**src/rtl/alien_missile_if.sv**
```systemverilog
// Fire-request / missile-state bundle between alien fire logic, this bank and the renderer.
interface alien_missile_if #(
  parameter int NUM_MISSILES = 4
);
  logic                        fire_req;
  logic [9:0]                  fire_x;
  logic [9:0]                  fire_y;
  logic [NUM_MISSILES-1:0]     has_collided;
  logic                        fire_ack;
  logic [NUM_MISSILES-1:0]     exists;
  logic [10*NUM_MISSILES-1:0]  missile_x;
  logic [10*NUM_MISSILES-1:0]  missile_y;
  logic [3:0]                  active_count;

  modport master (
    output fire_req, fire_x, fire_y, has_collided,
    input  fire_ack, exists, missile_x, missile_y, active_count
  );

  modport slave (
    input  fire_req, fire_x, fire_y, has_collided,
    output fire_ack, exists, missile_x, missile_y, active_count
  );
endinterface

```
**src/rtl/alien_missile_bank.sv**
```systemverilog
// Pool of downward-moving alien missiles: round-robin slot allocation with launch cooldown,
// per-frame advance, retirement on collision or when the next step would pass the bottom row.
module alien_missile_bank #(
  parameter int NUM_MISSILES = 4,
  parameter int SPEED        = 4,
  parameter int X_OFFSET     = 14,
  parameter int Y_OFFSET     = 32,
  parameter int BOTTOM_Y     = 479,
  parameter int COOLDOWN     = 8
) (
  input logic            vsync,
  input logic            reset,
  alien_missile_if.slave bus
);
  localparam int PTR_W = $clog2(NUM_MISSILES);
  localparam int CD_W  = (COOLDOWN < 1) ? 1 : $clog2(COOLDOWN + 1);
  localparam logic [10:0] SPEED_W  = 11'(SPEED);
  localparam logic [10:0] BOTTOM_W = 11'(BOTTOM_Y);

  logic [NUM_MISSILES-1:0]       exists_q, exists_d;
  logic [NUM_MISSILES-1:0][9:0]  x_q, x_d;
  logic [NUM_MISSILES-1:0][9:0]  y_q, y_d;
  logic                          ack_q, ack_d;
  logic [3:0]                    count_q, count_d;
  logic [CD_W-1:0]               cd_q, cd_d;
  logic [PTR_W-1:0]              rr_q, rr_d;

  logic                          found;
  logic [PTR_W-1:0]              slot;
  logic [PTR_W-1:0]              cand;

  always_comb begin
    exists_d = exists_q;
    x_d      = x_q;
    y_d      = y_q;
    ack_d    = 1'b0;
    cd_d     = cd_q;
    rr_d     = rr_q;
    found    = 1'b0;
    slot     = '0;
    cand     = '0;
    count_d  = '0;

    for (int i = 0; i < NUM_MISSILES; i++) begin
      if (exists_q[i]) begin
        if (bus.has_collided[i])
          exists_d[i] = 1'b0;
        else if (({1'b0, y_q[i]} + SPEED_W) > BOTTOM_W)
          exists_d[i] = 1'b0;
        else
          y_d[i] = y_q[i] + 10'(SPEED);
      end
    end

    // Free means free before this edge; a slot retiring now is not reusable until next frame.
    for (int k = 0; k < NUM_MISSILES; k++) begin
      cand = PTR_W'((int'(rr_q) + k) % NUM_MISSILES);
      if (!found && !exists_q[cand]) begin
        found = 1'b1;
        slot  = cand;
      end
    end

    if (bus.fire_req && (cd_q == '0) && found) begin
      exists_d[slot] = 1'b1;
      x_d[slot]      = bus.fire_x + 10'(X_OFFSET);
      y_d[slot]      = bus.fire_y + 10'(Y_OFFSET);
      ack_d          = 1'b1;
      cd_d           = CD_W'(COOLDOWN);
      rr_d           = PTR_W'((int'(slot) + 1) % NUM_MISSILES);
    end else if (cd_q != '0) begin
      cd_d = cd_q - 1'b1;
    end

    for (int i = 0; i < NUM_MISSILES; i++)
      count_d = count_d + 4'(exists_d[i]);
  end

  always_ff @(posedge vsync) begin
    if (reset) begin
      exists_q <= '0;
      x_q      <= '0;
      y_q      <= '0;
      ack_q    <= 1'b0;
      count_q  <= '0;
      cd_q     <= '0;
      rr_q     <= '0;
    end else begin
      exists_q <= exists_d;
      x_q      <= x_d;
      y_q      <= y_d;
      ack_q    <= ack_d;
      count_q  <= count_d;
      cd_q     <= cd_d;
      rr_q     <= rr_d;
    end
  end

  assign bus.fire_ack     = ack_q;
  assign bus.exists       = exists_q;
  assign bus.missile_x    = x_q;
  assign bus.missile_y    = y_q;
  assign bus.active_count = count_q;
endmodule

```
**src/flat_wrapper.sv**
```systemverilog
// flat-port wrapper written by rule: the top's interface ports become plain ports
module alien_missile_bank_flat 
#(
  parameter int NUM_MISSILES = 4,
  parameter int SPEED        = 4,
  parameter int X_OFFSET     = 14,
  parameter int Y_OFFSET     = 32,
  parameter int BOTTOM_Y     = 479,
  parameter int COOLDOWN     = 8
)
  (vsync, reset, bus_fire_req, bus_fire_x, bus_fire_y, bus_has_collided, bus_fire_ack, bus_exists, bus_missile_x, bus_missile_y, bus_active_count);
  alien_missile_if #(.NUM_MISSILES(NUM_MISSILES)) bus_i ();
  input logic vsync;
  input logic reset;
  input wire logic [$bits(bus_i.fire_req)-1:0] bus_fire_req;
  input wire logic [$bits(bus_i.fire_x)-1:0] bus_fire_x;
  input wire logic [$bits(bus_i.fire_y)-1:0] bus_fire_y;
  input wire logic [$bits(bus_i.has_collided)-1:0] bus_has_collided;
  output wire logic [$bits(bus_i.fire_ack)-1:0] bus_fire_ack;
  output wire logic [$bits(bus_i.exists)-1:0] bus_exists;
  output wire logic [$bits(bus_i.missile_x)-1:0] bus_missile_x;
  output wire logic [$bits(bus_i.missile_y)-1:0] bus_missile_y;
  output wire logic [$bits(bus_i.active_count)-1:0] bus_active_count;
  assign bus_i.fire_req = bus_fire_req;
  assign bus_i.fire_x = bus_fire_x;
  assign bus_i.fire_y = bus_fire_y;
  assign bus_i.has_collided = bus_has_collided;
  assign bus_fire_ack = bus_i.fire_ack;
  assign bus_exists = bus_i.exists;
  assign bus_missile_x = bus_i.missile_x;
  assign bus_missile_y = bus_i.missile_y;
  assign bus_active_count = bus_i.active_count;
  alien_missile_bank #(.NUM_MISSILES(NUM_MISSILES), .SPEED(SPEED), .X_OFFSET(X_OFFSET), .Y_OFFSET(Y_OFFSET), .BOTTOM_Y(BOTTOM_Y), .COOLDOWN(COOLDOWN)) u_core (.vsync(vsync), .reset(reset), .bus(bus_i));
endmodule
```
**config.mk**
```make
export PLATFORM = sky130hd
export DESIGN_NAME = alien_missile_bank_flat
export DESIGN_NICKNAME = d
export VERILOG_FILES = /design/src/rtl/alien_missile_if.sv /design/src/rtl/alien_missile_bank.sv /design/src/flat_wrapper.sv
export SDC_FILE = /design/constraint.sdc
export NUM_CORES = 1
export LEC_CHECK = 0
export ABC_AREA = 1
export CAP_MARGIN = 20
export CORE_UTILIZATION = 54
export CTS_CLUSTER_SIZE = 30
export DETAILED_ROUTE_END_ITERATION = 7
export PLACE_DENSITY = 0.9
export SLEW_MARGIN = 25
export SYNTH_ARGS = -nofsm -noshare
export SYNTH_HDL_FRONTEND = slang
export SYNTH_SLANG_ARGS = --single-unit
```
**constraint.sdc**
```tcl
create_clock -name vsync -period 6.1 [get_ports vsync]
set_clock_uncertainty 0.05 [all_clocks]
set_input_delay 1.22 -clock vsync [delete_from_list [all_inputs] [get_ports vsync]]
set_output_delay 1.22 -clock vsync [all_outputs]
set_load 0.05 [all_outputs]
```
==> flow_summary.toml <==
[run_status]
status = "complete, no violations"

[placement]
pre_cts_ws_ns = 2.18
dp.cells = 993
port_buffers = 114
dp_hpwl_mm = 10.1
gp_congestion = 0.915

[setup_path]
cp_num_buf_inv = 4
max_stage_delay_ns = 0.63
crit_path_start_kind = "flop"
worstPathRequired_ns = 6.29
rrSetupSlack_ns = 2.22
worst_path_most_repeated_cell = "inv_1"
cp_top_family = "simple AND/OR/NAND/NOR gates"
startpoint = "u_core.rr_q[0]"
arrival_ns = 4.06
worst_setup_path_end_kind = "flop"
r2r-start = "u_core.rr_q[0]"
crit_fanout = 26
criticalPathCategory = "reg -> reg"
worstPathCellList = "xor2_2 > nand2_1 > o21ai_2 > nor2_2 > nand3_2 > nand2_1 > inv_1 > ha_1 > nand3_4 > nand2_1 > ha_1 > inv_1 > fa_1 > inv_1 > ha_1 > inv_1 > nor2_1"
timing.rr.end = "u_core.bus.active_count[1]"
reg2reg_depth = 17
crit_slowest_cell = "dfxtp_1"

[sta]
setup_violations = 0
period_share = 0.635
maxSlewViolCount = 0
max_slew_margin = 0.625
setup_ws_ns = 2.22
rsz0062_at_grt = "false"
period_needed_ns = 3.88
max_freq_mhz = 258
tightest_slew_ns = 0.561
hold_slack_ns = 0.417
finalHoldViolCount = 0
final.setup.tns_ns = 0

[global_route]
antenna_found_initial = 0
grt_overflow_total = 0
grt_use_total = 0.282
grt_pass1_vias = 4855
grt_max_degree = 51
grt_pass1_wl_mm = 22.5

[final_layout]
fin_cells = 1009
nNetsFinal = 921
drive_gt1_frac = 0.0614
antenna_cells = 0
n_fill_cell = 797
area_growth_pct = 26.0

[clock_network]
postCtsSetupRepairBufs = 0
cts_hold_buf = 0
htree_levels = 3
cts-buffers-inserted = 9
cts_buffer_depth = 2
clk_pin_slew_worst_paths_ns = 0.09
cts.sinks = 94
post_cts_resized = 0
insertion_delay_ns = 0.37
root_buffer = "clkbuf_8"
cts_tree = "yes"

[yosys]
yosysMostFrequentCell = "nand2_1"
synthTopCellsByCount = "nand2_1, inv_1, dfxtp_1"
synth.cell_area_um2 = 5250
synthTopCellsByArea = "dfxtp_1, nand2_1, inv_1"
synth_area_per_cell_um2 = 6.75
synth_edf_count = 0
yosys.area.top_type = "dfxtp_1"
synth-async-reset-ratio = 0
ys.flop_type = "dfxtp_1"
ys_seq_area_frac = 0.358
ys_warn_count = 0
yosys.area.top_type_share = 0.358
synth-seq-cells = 94
synth_cell_types = 38
synthesis.nets = 824
netlist_instances = 778

[min_path]
hold-path-endpoint = "u_core.bus.missile_x[20]"
holdPathStages = 2
min_from = "u_core.bus.missile_x[20]"
hold_class = "reg -> reg"

[power_and_ir_drop]
p_leak_nw = 2.94
switching_share = 0.468
peakVddDrop_mv = 0.203
p_sw_w = 0.00121
power.internal_w = 0.00137
combPwrFrac = 0.482
seqPwrFrac = 0.336
power_density_nw_per_um2 = 390
clkPwrFrac = 0.183

[floorplanning]
rows = 35
initial_utilization = 0.563
pin_count = 116
die_h_um = 101
die_w_um = 101
die_area_um2 = 10100
fp.coreArea_um2 = 9330

[route]
firstDrtPassIters = 5
ant_nets = 0
route.detailed.drc = 0
vias_per_cell = 5.25
first_iter_violations = 250
detail_route.wl_per_cell_um = 13.6
drt_wl_total_mm = 13.7
num_vias = 5301

[flow_run]
cap_violations = 0
==> how the worst max path moves through the flow <==
stage / endpoint / cells past startpoint
floorplan: u_core.bus.active_count[1] / 22
global placement: u_core.bus.active_count[1] / 11
detailed placement: u_core.bus.active_count[1] / 11
CTS: u_core.bus.active_count[1] / 15
global route: u_core.bus.active_count[1] / 14
finish: u_core.bus.active_count[1] / 17
==> through the flow <==
stage	instance area [um2]	util	total power, W
after floorplan	5250	-	0.00179
after global placement	6390	0.685	0.00208
after detailed placement	6390	0.685	0.00211
after CTS	6620	0.709	0.00258
after global routing	6620	0.709	0.00275
final	6620	0.709	0.00258
==> cell usage in the layout, fill, tap and decap left out, types with 3 or more instances in the layout <==
master / netlist / layout
clkbuf_8: 0 / 9
nand2_1: 220 / 220
nor3_1: 6 / 6
o21bai_1: 3 / 3
dfxtp_1: 94 / 94
xnor2_1: 6 / 6
clkdlybuf4s50_1: 0 / 113
inv_1: 104 / 104
or2_2: 3 / 3
ha_1: 18 / 18
inv_2: 4 / 4
o21ai_1: 5 / 5
nand4_1: 37 / 37
o21ai_2: 6 / 6
nand3_1: 55 / 55
xor2_1: 12 / 12
nor2_1: 67 / 67
a21oi_2: 6 / 6
a21oi_1: 44 / 44
nand3_4: 3 / 3
o21ai_0: 32 / 32
nand2_2: 6 / 6
==> per-layer routing <==
metal / part of all wire / vias to the layer above / GRT usage
met2: 0.48 / 234 / 0.472
met5: 0 / - / 0
met3: 0.074 / 40 / 0.0437
met1: 0.42 / 2359 / 0.355
met4: 0.030 / 0 / 0.140
li1: - / 2668 / -
==> worst min-delay path, stage by stage, from the launching register on <==
cell and delay, ns:
dfxtp_1 0.32, nand2_1 0.06, a21oi_1 0.05
==> power by group through the flow <==
| stage | clock, W | combinational (W) | sequential, W |
|---|---|---|---|
| floorplan | 0 | 0.000614 | 0.00117 |
| global placement | 0 | 0.00120 | 0.000875 |
| detailed placement | 0 | 0.00123 | 0.000877 |
| CTS | 0.000472 | 0.00124 | 0.000864 |
| global route | 0.000497 | 0.00136 | 0.000886 |
| finish | 0.000471 | 0.00124 | 0.000867 |
==> final cells by class <==
type                    instances  area, um2  area share
clock buffers                   9        124      0.0187
clock inverters                 7        105      0.0159
inverters                     110        415      0.0628
multi-input cells             544       2780       0.420
flip-flops and latches         94       1880       0.284
well taps                     129        161      0.0244
repair buffers                116       1150       0.174
==> flip-flops by register name, indices dropped and copies added, names as in the netlist <==
name / flops
u_core.rr_q: 2
u_core.bus.missile_y: 40
u_core.bus.fire_ack: 1
u_core.bus.missile_x: 40
u_core.bus.exists: 4
u_core.cd_q: 4
u_core.bus.active_count: 3
==> cells by family (layout without fill, tap and decap cells) <==
family	count (synthesis)	after routing	share of synthesized area
adders and majority gates	19	19	0.0467
buffers and inverters	140	242	0.113
AOI/OAI and AO/OA	100	100	0.107
other	1	1	0.000714
muxes	1	1	0.00191
and+or+nand+nor	404	404	0.339
DFF	94	94	0.358
xor gates and xnor gates	19	19	0.0331
(Power assumes the default switching activity.)
